File: src/rtl/time_encode_if.sv
// Symbol-source handshake and time-memory write port of the time encoder.
// The slave modport is the encoder's view; master is the symbol source / memory side.
interface time_encode_if #(
    parameter int ADDR_W = 4
);
    logic [3:0]        sym_in;
    logic              sym_valid;
    logic              sym_ready;
    logic              clear_addr;
    logic              T_CEN;
    logic              T_WEN;
    logic [ADDR_W-1:0] T_A;
    logic [23:0]       T_D;
    logic              done;
    logic              err;
    logic [2:0]        err_pos;

    modport master (
        output sym_in, sym_valid, clear_addr,
        input  sym_ready, T_CEN, T_WEN, T_A, T_D, done, err, err_pos
    );

    modport slave (
        input  sym_in, sym_valid, clear_addr,
        output sym_ready, T_CEN, T_WEN, T_A, T_D, done, err, err_pos
    );
endinterface

File: src/rtl/time_encode.sv
// Time encoder: validates an "HH:MM:SS" symbol stream, converts BCD pairs to binary
// and writes one packed {hour, min, sec} word into the time memory.
module time_encode #(
    parameter int ADDR_W = 4
) (
    input  logic               clk,
    input  logic               reset,
    time_encode_if.slave       bus
);

    typedef enum logic [1:0] {
        COLLECT = 2'd0,
        WRITE   = 2'd1,
        REJECT  = 2'd2
    } state_t;

    state_t            state_q, state_d;
    logic [2:0]        idx_q, idx_d;
    logic              err_flag_q, err_flag_d;
    logic [2:0]        err_pos_q, err_pos_d;
    logic [3:0]        tens_q, tens_d;
    logic [7:0]        hour_q, hour_d;
    logic [7:0]        min_q, min_d;
    logic [ADDR_W-1:0] ptr_q, ptr_d;
    logic              sym_ready_q, sym_ready_d;
    logic              cen_q, cen_d;
    logic              wen_q, wen_d;
    logic [23:0]       t_d_q, t_d_d;
    logic              done_q, done_d;
    logic              err_q, err_d;

    logic [7:0]        tens_ext;
    logic [7:0]        value;
    logic              is_sep;
    logic              fail;
    logic              accept;

    // Per-symbol check; range limits apply to the combined value at the ones digit.
    always_comb begin
        tens_ext = {4'd0, tens_q};
        value    = (tens_ext << 3) + (tens_ext << 1) + {4'd0, bus.sym_in};
        is_sep   = (idx_q == 3'd2) || (idx_q == 3'd5);
        fail     = is_sep ? (bus.sym_in != 4'd10) : (bus.sym_in > 4'd9);
        if (!fail) begin
            if ((idx_q == 3'd1) && (value > 8'd23)) fail = 1'b1;
            if (((idx_q == 3'd4) || (idx_q == 3'd7)) && (value > 8'd59)) fail = 1'b1;
        end
    end

    assign accept = bus.sym_valid && sym_ready_q && (state_q == COLLECT);

    always_comb begin
        state_d     = state_q;
        idx_d       = idx_q;
        err_flag_d  = err_flag_q;
        err_pos_d   = err_pos_q;
        tens_d      = tens_q;
        hour_d      = hour_q;
        min_d       = min_q;
        ptr_d       = ptr_q;
        sym_ready_d = sym_ready_q;
        cen_d       = 1'b1;
        wen_d       = 1'b1;
        t_d_d       = t_d_q;
        done_d      = 1'b0;
        err_d       = 1'b0;

        if (bus.clear_addr) ptr_d = '0;

        case (state_q)
            COLLECT: begin
                if (accept) begin
                    if ((idx_q == 3'd0) || (idx_q == 3'd3) || (idx_q == 3'd6)) tens_d = bus.sym_in;
                    if (idx_q == 3'd1) hour_d = value;
                    if (idx_q == 3'd4) min_d = value;
                    // Only the first failure of a frame is reported.
                    if (fail && !err_flag_q) begin
                        err_flag_d = 1'b1;
                        err_pos_d  = idx_q;
                    end
                    idx_d = idx_q + 3'd1;
                    if (idx_q == 3'd7) begin
                        sym_ready_d = 1'b0;
                        if (err_flag_q || fail) begin
                            state_d = REJECT;
                            err_d   = 1'b1;
                        end else begin
                            state_d = WRITE;
                            cen_d   = 1'b0;
                            wen_d   = 1'b0;
                            done_d  = 1'b1;
                            t_d_d   = {hour_q, min_q, value};
                        end
                    end
                end
            end
            WRITE: begin
                state_d     = COLLECT;
                sym_ready_d = 1'b1;
                if (!bus.clear_addr) ptr_d = ptr_q + {{(ADDR_W-1){1'b0}}, 1'b1};
            end
            REJECT: begin
                state_d     = COLLECT;
                sym_ready_d = 1'b1;
                err_flag_d  = 1'b0;
            end
            default: begin
                state_d     = COLLECT;
                sym_ready_d = 1'b1;
            end
        endcase
    end

    always_ff @(posedge clk) begin
        if (reset) begin
            state_q     <= COLLECT;
            idx_q       <= 3'd0;
            err_flag_q  <= 1'b0;
            err_pos_q   <= 3'd0;
            tens_q      <= 4'd0;
            hour_q      <= 8'd0;
            min_q       <= 8'd0;
            ptr_q       <= '0;
            sym_ready_q <= 1'b1;
            cen_q       <= 1'b1;
            wen_q       <= 1'b1;
            t_d_q       <= 24'd0;
            done_q      <= 1'b0;
            err_q       <= 1'b0;
        end else begin
            state_q     <= state_d;
            idx_q       <= idx_d;
            err_flag_q  <= err_flag_d;
            err_pos_q   <= err_pos_d;
            tens_q      <= tens_d;
            hour_q      <= hour_d;
            min_q       <= min_d;
            ptr_q       <= ptr_d;
            sym_ready_q <= sym_ready_d;
            cen_q       <= cen_d;
            wen_q       <= wen_d;
            t_d_q       <= t_d_d;
            done_q      <= done_d;
            err_q       <= err_d;
        end
    end

    assign bus.sym_ready = sym_ready_q;
    assign bus.T_CEN     = cen_q;
    assign bus.T_WEN     = wen_q;
    assign bus.T_A       = ptr_q;
    assign bus.T_D       = t_d_q;
    assign bus.done      = done_q;
    assign bus.err       = err_q;
    assign bus.err_pos   = err_pos_q;

endmodule

File: src/flat_wrapper.sv
// flat-port wrapper written by rule: the top's interface ports become plain ports
module time_encode_flat 
#(
    parameter int ADDR_W = 4
)
  (clk, reset, bus_sym_in, bus_sym_valid, bus_clear_addr, bus_sym_ready, bus_T_CEN, bus_T_WEN, bus_T_A, bus_T_D, bus_done, bus_err, bus_err_pos);
  time_encode_if #(.ADDR_W(ADDR_W)) bus_i ();
  input  logic clk;
  input  logic reset;
  input wire logic [$bits(bus_i.sym_in)-1:0] bus_sym_in;
  input wire logic [$bits(bus_i.sym_valid)-1:0] bus_sym_valid;
  input wire logic [$bits(bus_i.clear_addr)-1:0] bus_clear_addr;
  output wire logic [$bits(bus_i.sym_ready)-1:0] bus_sym_ready;
  output wire logic [$bits(bus_i.T_CEN)-1:0] bus_T_CEN;
  output wire logic [$bits(bus_i.T_WEN)-1:0] bus_T_WEN;
  output wire logic [$bits(bus_i.T_A)-1:0] bus_T_A;
  output wire logic [$bits(bus_i.T_D)-1:0] bus_T_D;
  output wire logic [$bits(bus_i.done)-1:0] bus_done;
  output wire logic [$bits(bus_i.err)-1:0] bus_err;
  output wire logic [$bits(bus_i.err_pos)-1:0] bus_err_pos;
  assign bus_i.sym_in = bus_sym_in;
  assign bus_i.sym_valid = bus_sym_valid;
  assign bus_i.clear_addr = bus_clear_addr;
  assign bus_sym_ready = bus_i.sym_ready;
  assign bus_T_CEN = bus_i.T_CEN;
  assign bus_T_WEN = bus_i.T_WEN;
  assign bus_T_A = bus_i.T_A;
  assign bus_T_D = bus_i.T_D;
  assign bus_done = bus_i.done;
  assign bus_err = bus_i.err;
  assign bus_err_pos = bus_i.err_pos;
  time_encode #(.ADDR_W(ADDR_W)) u_core (.clk(clk), .reset(reset), .bus(bus_i));
endmodule
File: config.mk
export PLATFORM = sky130hd
export DESIGN_NAME = time_encode_flat
export DESIGN_NICKNAME = d
export VERILOG_FILES = /design/src/rtl/time_encode_if.sv /design/src/rtl/time_encode.sv /design/src/flat_wrapper.sv
export SDC_FILE = /design/constraint.sdc
export NUM_CORES = 1
export LEC_CHECK = 0
export CAP_MARGIN = 20
export CORE_MARGIN = 4
export CORE_UTILIZATION = 41
export DETAILED_ROUTE_END_ITERATION = 6
export HOLD_SLACK_MARGIN = 0.05
export PLACE_DENSITY = 0.74
export SLEW_MARGIN = 10
export SYNTH_ARGS = -nofsm -noshare
export SYNTH_HDL_FRONTEND = slang
export SYNTH_SLANG_ARGS = --single-unit
File: constraint.sdc
create_clock -name clk -period 4.7 [get_ports clk]
set_input_delay 1.175 -clock clk [delete_from_list [all_inputs] [get_ports clk]]
set_output_delay 1.175 -clock clk [all_outputs]
set_load 0.05 [all_outputs]
# Word level (Yosys, flattened, before mapping)
# Cells that the tools add are included.
[totals]
ff_bits = 61
[classes]
addsub = 4
order_cmp = 3
n_eq_ne = 12
muxes = 13
n_bitwise = 4
n_reduce_logical = 24
[ops]
columns = ["cell", "count"]
rows = [
  ["AND reduction 3 bit", 5],
  ["equality test 3 bit (second input constant)", 4],
  ["2-to-1 mux 4 bit", 3],
  ["adder 7 x 5 -> 8 bit", 1],
  ["adder 8 x 4 -> 8 bit", 1],
  ["> comparator 8 x 5 -> 1 bit (second input constant)", 1],
  ["> comparator 8 x 6 -> 1 bit (second input constant)", 1],
  ["2-to-1 mux 1 bit", 8],
  ["equality test 3 x 2 -> 1 bit (second input constant)", 2],
  ["logical AND 1 bit", 5],
  ["logical OR 1 bit", 5],
  ["adder 4 x 1 -> 4 bit (second input constant)", 1],
  ["> comparator 4 bit (second input constant)", 1],
  ["!= test 4 bit (second input constant)", 1],
  ["inverter 1 bit", 4],
  ["AND reduction 2 bit", 2],
  ["AND reduction 4 bit", 1],
  ["OR reduction 4 bit", 1],
  ["adder 3 x 1 -> 3 bit (second input constant)", 1],
  ["equality test 3 x 1 -> 1 bit (second input constant)", 1],
  ["logical NOT 3 bit", 1],
  ["equality test 2 x 1 -> 1 bit (second input constant)", 1],
  ["equality test 2 bit (second input constant)", 1],
  ["logical NOT 2 bit", 1],
  ["7 further kinds", 7],
]

# Depth between registers and ports, before layout
# Gate-level depths: netlist of the first run.
[logic_depth]
depth_word = 11
mapped_depth = 11

# Worst setup path after synthesis of the first run
# No wires, ideal clock.
[synth_path]
path_type = "in2reg"
startpoint = "in bus_sym_in[3]"
endpoint = "reg u_core.t_d_q[4], in the netlist u_core.bus.T_D[4]"
arrival_time_ps = 3586
t_required_ps = 4631
setup_slack_ps = 1045
stages = 9
path_buffers = 0
cell_sequence = "inv_1 > fa_1 > fa_1 > xor2_1 > nor3_1 > nor4_2 > nand4_2 > or4_1 > o21ai_1"
[synth_via]
elab_chain_len = 9
[synth_rtl]
columns = ["item", "line", "text"]
rows = [
  ["from (decl)", "flat_wrapper.sv:10", "input wire logic [$bits(bus_i.sym_in)-1:0] bus_sym_in;"],
  ["adder 8 x 4 -> 8 bit", "time_encode.sv:41", "value = (tens_ext << 3) + (tens_ext << 1) + {4'd0, bus.sym_in};"],
  ["> comparator 8 x 5 -> 1 bit", "time_encode.sv:45", "if ((idx_q == 3'd1) && (value > 8'd23)) fail = 1'b1;"],
  ["logical AND 1 bit", "time_encode.sv:45", ""],
  ["2-to-1 mux 1 bit", "time_encode.sv:45", ""],
  ["2-to-1 mux 1 bit", "time_encode.sv:46", "if (((idx_q == 3'd4) || (idx_q == 3'd7)) && (value > 8'd59)) fail = 1'b1;"],
  ["2-to-1 mux 1 bit", "time_encode.sv:44", "if (!fail) begin"],
  ["logical OR 1 bit", "time_encode.sv:84", "if (err_flag_q || fail) begin"],
  ["inverter 1 bit (no source line)", "--", ""],
  ["AND reduction 4 bit (no source line)", "--", ""],
  ["to (signal assigned)", "time_encode.sv:142", "t_d_q <= t_d_d;"],
  ["to (decl)", "time_encode.sv:28", "logic [23:0] t_d_q, t_d_d;"],
]
# Parallel ways exist; a longest one is shown, timed or not.
# A chain may end at the register's enable or synchronous reset.

# Final worst setup path of the first run
[layout_path]
startpoint = "in bus_sym_in[3]"
endpoint = "reg u_core.t_d_q[10], in the netlist u_core.bus.T_D[10]"
[layout_via]
elab_chain_len = 9
[layout_rtl]
columns = ["item", "line"]
rows = [
  ["adder 8 x 4 -> 8 bit", "time_encode.sv:41"],
  ["> comparator 8 x 5 -> 1 bit", "time_encode.sv:45"],
  ["logical AND 1 bit", "time_encode.sv:45"],
  ["2-to-1 mux 1 bit", "time_encode.sv:45"],
  ["2-to-1 mux 1 bit", "time_encode.sv:46"],
  ["2-to-1 mux 1 bit *", "time_encode.sv:44"],
  ["logical OR 1 bit *", "time_encode.sv:84"],
  ["inverter 1 bit (no source line) *", "--"],
  ["AND reduction 4 bit (no source line) *", "--"],
]
# Mark *: on every way between the ends. The rest lies on a longest branch, timed or not.

==> run_results.csv, run 1 <==
group,metric,value,unit
timing,finalCriticalPeriod,4.13,ns
power,p_leak,1.24,nW
cts,cts_resized,0,
critical_path,path_max_fanout,14,
route,vias,2317,
critical_path,worst_setup_path_end_kind,"flop",
die,die_h,89.1,um
critical_path,criticalPathCategory,"primary input to flop",
global_routing,grt_max_degree,61,
synth,ys_ff_latch,61,
synth,synth_xor_area_share,2.27,%
critical_path,cp.required,4.88,ns
synth,synth.area.top_cells,"dfxtp_1 (45%), a21oi_1 (7.4%), ha_1 (6.5%), nand3_1 (4.6%), nand2_1 (4.5%)",
cts,holdBufCountCts,0,
synth,synth_seq_area_share,45.3,%
hold_path,hp-class,"flop to flop",
final_layout,area_growth,25.5,%
final_layout,nets,378,
route,first_pass_iters,4,
final_layout,antennaDiodeCount,0,
synth,netlist_instances,313,
route,wirelength,6090,um
synth,synth_simple_gate_area_share,21.1,%
route,postRouteAntennaNets,0,
power,ir_worst_vdd,188,uV
synth,synth_top_family_by_area,"simple AND/OR/NAND/NOR gates",
synth,synth_top_cell_by_area,"dfxtp_1",
die,boundaryPins,44,
timing,hold_viol_final,0,
synth,synth_cell_types,36,
die,die_area,7940,um^2
route,wl_per_cell,14.0,um
cts,clk_latency,0.34,ns
placed_design,routabilityCongestion,0.807,
critical_path,cp_cell_sequence,"clkdlybuf4s50_1 > inv_1 > fa_1 > fa_1 > xor2_1 > nor3_1 > nor4_2 > nand4_2 > buf_4 > o21ai_0 > a21oi_1",
timing,fin_tns_setup,0,ns
route,vias_per_cell,5.31,
timing,slew_headroom,32.1,%
global_routing,antenna_found_initial,0,
synth,yosys_warnings,0,
synth,syn_avg_cell_area,8.61,um^2
cts,cts_root_buf,"clkbuf_8",
critical_path,cp_num_buf_inv,3,
die,die_x,89.1,um
global_routing,grt_pass1_vias,2186,
timing,worst_pin_slew,1.02,ns
global_routing,grt_pass1_wl,10300,um
critical_path,slowest_delay,0.53,ns
cts,postCtsSetupRepairBufs,0,
timing,drv_slew,0,
final_layout,final_layout_size_suffix_gt1_share,6.69,%
global_routing,grt_overflow,0,
cts,cts_htree_levels,3,
cts,tritoncts,"built",
final_layout,fillers,583,
synth,syn_nets,337,
timing,post-route-period-util,87.9,%
critical_path,critPathLaunchType,"primary input",
cts,cts_made_buffers,9,
global_routing,track_usage,17.0,%
synth,synthMuxAreaShare,3.76,%
timing,final-setup-viol-count,0,
cts,cts.sinks,61,
die,num_rows,29,
critical_path,slowest_stage,"fa_1",
run,cap_violations,0,
critical_path,critPathTopFamily,"adder cells",
critical_path,path_common_cell,"fa_1",
route,route.detailed.drc,0,
power,power_per_cell_area,344,nW/um^2
power,totalPowerFinal,1.16,mW
cts,clk_pin_slew,0.07,ns
cts,cts.path.max_buffers,2,
synth,synth_top_area_share,45.3,%
synth,synthAdderAreaFrac,7.98,%
route,drt_iter0_drc,127,
critical_path,cp.arrival,4.31,ns
timing,clock_skew,0.00623,ns
die,core,6350,um^2
placed_design,portBuffers,43,
synth,synth_area,2700,um^2
run_status,status,"complete, no violations",
timing,clock.fmax,242,MHz
die,start_util,42.5,%
timing,rsz0062_at_grt,"no",
synth,synth_compound_area_share,14.9,%
placed_design,dp_hpwl,4120,um
## worst paths after layout
| check | from | end | slack [ns] | cells after the start |
|---|---|---|---|---|
| setup / recovery | bus_sym_in[3] | u_core.bus.T_D[10] | 0.57 | 11 |
| hold / removal | u_core.hour_q[5] | u_core.hour_q[5] | 0.46 | 2 |
| setup reg to reg | u_core.tens_q[0] | u_core.bus.T_D[10] | 1.57 | 10 |
| hold reg to reg | u_core.hour_q[5] | u_core.hour_q[5] | 0.46 | 2 |
## cells in the mapped netlist (all sizes together)
master  instances
nor3            9
or4             1
nand4           2
a211oi          5
fa              2
nand4b          1
nand3b          1
a2111o          1
o21a            1
nand3          25
a21oi          40
nor2b           3
inv            12
a21boi          1
and3            3
nand2b          9
nor2           21
nor3b           3
ha             14
dfxtp          61
mux2i           9
mux2            1
xor2            4
o21ai          25
and4            2
buf             5
nor4bb          1
nor4            1
clkbuf         13
xnor2           3
nand2          32
a31oi           2
## final cells by class
| class | count | area [um^2] | share of cell area [%] |
|---|---|---|---|
| timing repair buffer | 48 | 475 | 14.1 |
| multi-input combinational | 222 | 1350 | 40.0 |
| tap | 77 | 96.3 | 2.85 |
| clock buffer | 12 | 145 | 4.29 |
| clock inverter | 4 | 47.5 | 1.41 |
| sequential | 61 | 1220 | 36.1 |
| inverter | 12 | 45.0 | 1.33 |
## sequential cells by signal, summed over array words and instances, names as in the netlist
register / cells
u_core.bus.done: 1
u_core.hour_q: 8
u_core.min_q: 8
u_core.bus.sym_ready: 1
u_core.tens_q: 4
u_core.bus.err_pos: 3
u_core.bus.T_A: 4
u_core.state_q: 2
u_core.bus.T_D: 24
u_core.bus.err: 1
u_core.idx_q: 3
u_core.bus.T_CEN: 1
u_core.err_flag_q: 1
## per-stage QoR
step	instance area, um^2	cells	setup slack, ns	hold WS (ns)	utilization (%)
finish	3380	436	0.570	0.457	53.3
floorplan	2700	313	1.04	0.437	-
global route	3380	436	0.273	0.477	53.3
detailed placement	3190	420	0.275	0.449	50.2
CTS	3380	436	0.615	0.459	53.3
global placement	3190	420	0.379	0.444	50.2
## metal layers
metal	vias up	routed length, um	global-route usage (%)
met5	-	0	0
met4	0	109	8.12
met3	8	314	4.98
met2	52	2750	25.0
met1	1091	2920	22.9
li1	1166	-	-
## cells in the final DEF, fill, tap and decap left out, drive strengths merged, types with 3 or more instances in the layout
master          n
buf             6
o21ai          25
nand2b          9
nor2b           3
nand2          32
dfxtp          61
nor2           21
nor3            9
clkbuf         12
xnor2           3
nand3          25
a211oi          5
ha             14
mux2i           9
nor3b           3
and3            3
clkdlybuf4s50  42
inv            12
a21oi          40
xor2            4
## cell families after synthesis
logic type	count (synthesis)
multiplexers	10
adder cells (fa/ha/maj)	16
buffers and inverters	30
AND/OR/NAND/NOR	114
AO/OA/AOI/OAI	75
flip-flops	61
XOR/XNOR	7
## worst min-delay path: cells and delay by family (launching register included)
kind | cells | cell delay (ns)
simple gates | 1 | 0.05
compound gates | 1 | 0.05
flops | 1 | 0.31
## where the power goes
group          internal, mW  total [mW]  leakage (nW)  switching [mW]
clock network         0.258       0.463        0.0964           0.205
logic                0.0627       0.161         0.653          0.0981
registers             0.529       0.541         0.493          0.0123
Power figures use the tool's default switching activity.
==> inputs of run 2 (changes only) <==
ABC_AREA = 1   (was default)
==> run_results.csv, run 2 <==
group,metric,value,unit
synth,synth_top_family_by_area,"simple AND/OR/NAND/NOR gates",
synth,synth_edf_count,0,
placed_design,place_area,3240,um^2
synth,synth_simple_gate_area_share,26.2,%
timing,worst_pin_slew,0.756,ns
timing,finalCriticalPeriod,3.90,ns
route,route.detailed.drc,0,
power,comb_power_share,13.0,%
timing,whs,0.445,ns
critical_path,critPathLaunchType,"primary input",
timing,slew_headroom,49.4,%
final_layout,final_cell_area,3450,um^2
synth,synth_seq_area_share,43.9,%
route,vias,2398,
route,vias_per_cell,4.67,
synth,synth_cell_types,25,
timing,clock_skew,0.00505,ns
timing,setup_ws,0.796,ns
die,die_h,90.3,um
route,drt_iter0_drc,115,
final_layout,area_growth,24.1,%
placed_design,placed_cells,497,
placed_design,portBuffers,43,
critical_path,path_max_fanout,46,
timing,final-setup-viol-count,0,
cts,tritoncts,"built",
synth,synth_area,2780,um^2
synth,synthAdderAreaFrac,7.74,%
final_layout,fin_cells,513,
synth,synth_top_area_share,43.9,%
critical_path,rrSetupSlack,1.82,ns
synth,syn_nets,412,
placed_design,routabilityCongestion,0.895,
critical_path,worst_setup_path_end_kind,"flop",
synth,synth_top_cell_by_area,"dfxtp_1",
die,die_area,8160,um^2
synth,async_flop_share,0,%
die,num_rows,29,
die,die_x,90.3,um
synth,synth_flop_cell,"dfxtp_1",
die,start_util,43.0,%
timing,rsz0062_at_grt,"no",
critical_path,r2r_end,"u_core.bus.T_D[1]",
synth,ys_ff_latch,61,
die,boundaryPins,44,
global_routing,antenna_found_initial,0,
route,wl_per_cell,11.1,um
power,p_seq_share,45.9,%
global_routing,track_usage,14.9,%
power,p_leak,1.69,nW
cts,clk_pin_slew,0.07,ns
cts,clk_latency,0.33,ns
synth,synth_compound_area_share,10.0,%
cts,holdBufCountCts,0,
final_layout,antennaDiodeCount,0,
global_routing,grt_pass1_wl,10100,um
synth,yosys_warnings,0,
route,first_pass_iters,4,
critical_path,cp.required,4.92,ns
synth,ys_top_cells_by_count,"nand2_1 (80), nor2_1 (80), dfxtp_1 (61), inv_1 (61), o21ai_0 (26)",
timing,fin_tns_setup,0,ns
global_routing,grt_pass1_vias,2331,
placed_design,dp_hpwl,3900,um
cts,cts_root_buf,"clkbuf_8",
critical_path,cp.arrival,4.13,ns
final_layout,final_layout_size_suffix_gt1_share,5.05,%
synth,synth.area.top_cells,"dfxtp_1 (44%), nand2_1 (11%), nor2_1 (11%), inv_1 (8.2%), ha_1 (6.3%)",
hold_path,hp-class,"flop to flop",
critical_path,worstSetupStartpoint,"bus_sym_in[3]",
run,cap_violations,0,
cts,cts_made_buffers,9,
placed_design,dpl_worst_slack,0.477,ns
global_routing,grt_overflow,0,
critical_path,reg2reg_from,"u_core.tens_q[0]",
final_layout,layout_common_cells,"nand2_1 (80), nor2_1 (80), inv_1 (61), dfxtp_1 (61), clkdlybuf4s50_1 (43)",
cts,cts_htree_levels,3,
final_layout,nets,455,
cts,cts.sinks,61,
route,postRouteAntennaNets,0,
timing,post-route-period-util,83.1,%
final_layout,post-route-util,53.4,%
power,p_switching,0.313,mW
timing,clock.fmax,256,MHz
synth,netlist_instances,388,
power,power_per_cell_area,344,nW/um^2
synth,synthMuxAreaShare,0,%
power,ir_worst_vdd,177,uV
power,pwr-share-clk,41.1,%
power,p_sw_share,26.3,%
global_routing,grt_max_degree,47,
power,totalPowerFinal,1.19,mW
timing,drv_slew,0,
timing,hold_viol_final,0,
power,intPower,0.874,mW
synth,syn_avg_cell_area,7.17,um^2
route,wirelength,5680,um
cts,postCtsSetupRepairBufs,0,
critical_path,critPathCapture,"u_core.bus.T_D[1]",
final_layout,largest_register_ffs,24,
critical_path,criticalPathCategory,"primary input to flop",
die,core,6460,um^2
synth,synth_xor_area_share,0.585,%
cts,cts_resized,0,
critical_path,reg2reg_depth,15,
run_status,status,"complete, no violations",
cts,cts.path.max_buffers,2,
[run 2: routing by layer]
layer  up-vias  track usage [%]  share of wire [%]
met2        48             25.0                 45
met5         -                0                  0
met1      1070             17.8                 49
li1       1272                -                  -
met3         8             5.00                4.6
met4         0             5.36                1.3
[run 2: cell type report]
type	instances	area, um^2
inverter	63	236
tap	77	96.3
timing repair buffer	45	445
sequential	61	1220
clock buffer	13	169
clock inverter	3	42.5
fill	619	3010
multi-input combinational	251	1240
[run 2: power by group through the flow]
stage          logic [mW]  clock network, mW  registers, mW
4_1_cts             0.153              0.499          0.545
3_5_place_dp        0.152                  0          0.556
5_1_grt             0.175              0.525          0.547
6_report            0.154              0.488          0.545
3_3_place_gp        0.148                  0          0.556
2_1_floorplan       0.111                  0          0.560
[run 2: worst min path at each step]
stage	start	end	slack, ns	cells after the start
floorplan	u_core.tens_q[1]	u_core.tens_q[1]	0.44	2
finish	u_core.bus.T_D[7]	u_core.bus.T_D[7]	0.45	2
global placement	u_core.bus.T_D[6]	u_core.bus.T_D[6]	0.44	2
CTS	u_core.bus.T_D[7]	u_core.bus.T_D[7]	0.45	2
global route	u_core.bus.T_D[6]	u_core.bus.T_D[6]	0.48	2
detailed placement	u_core.bus.T_D[7]	u_core.bus.T_D[7]	0.44	2
[run 2: worst max-delay path: stages]
cell,delay [ns]
clkdlybuf4s50_1,0.50
inv_1,0.08
fa_1,0.52
fa_1,0.50
nand3b_1,0.21
nand2_1,0.09
nand2_1,0.05
nand2_1,0.10
nor2_1,0.05
nand2_1,0.08
nand2_2,0.08
nand4_4,0.06
buf_4,0.38
nand2_1,0.11
nand2_1,0.08
nor2_1,0.04
[run 2: kinds of logic after synthesis]
family,after synthesis
AO/OA/AOI/OAI,53
AND/OR/NAND/NOR,181
flip-flops,61
XOR/XNOR,1
buffers and inverters,76
adder cells (fa/ha/maj),16
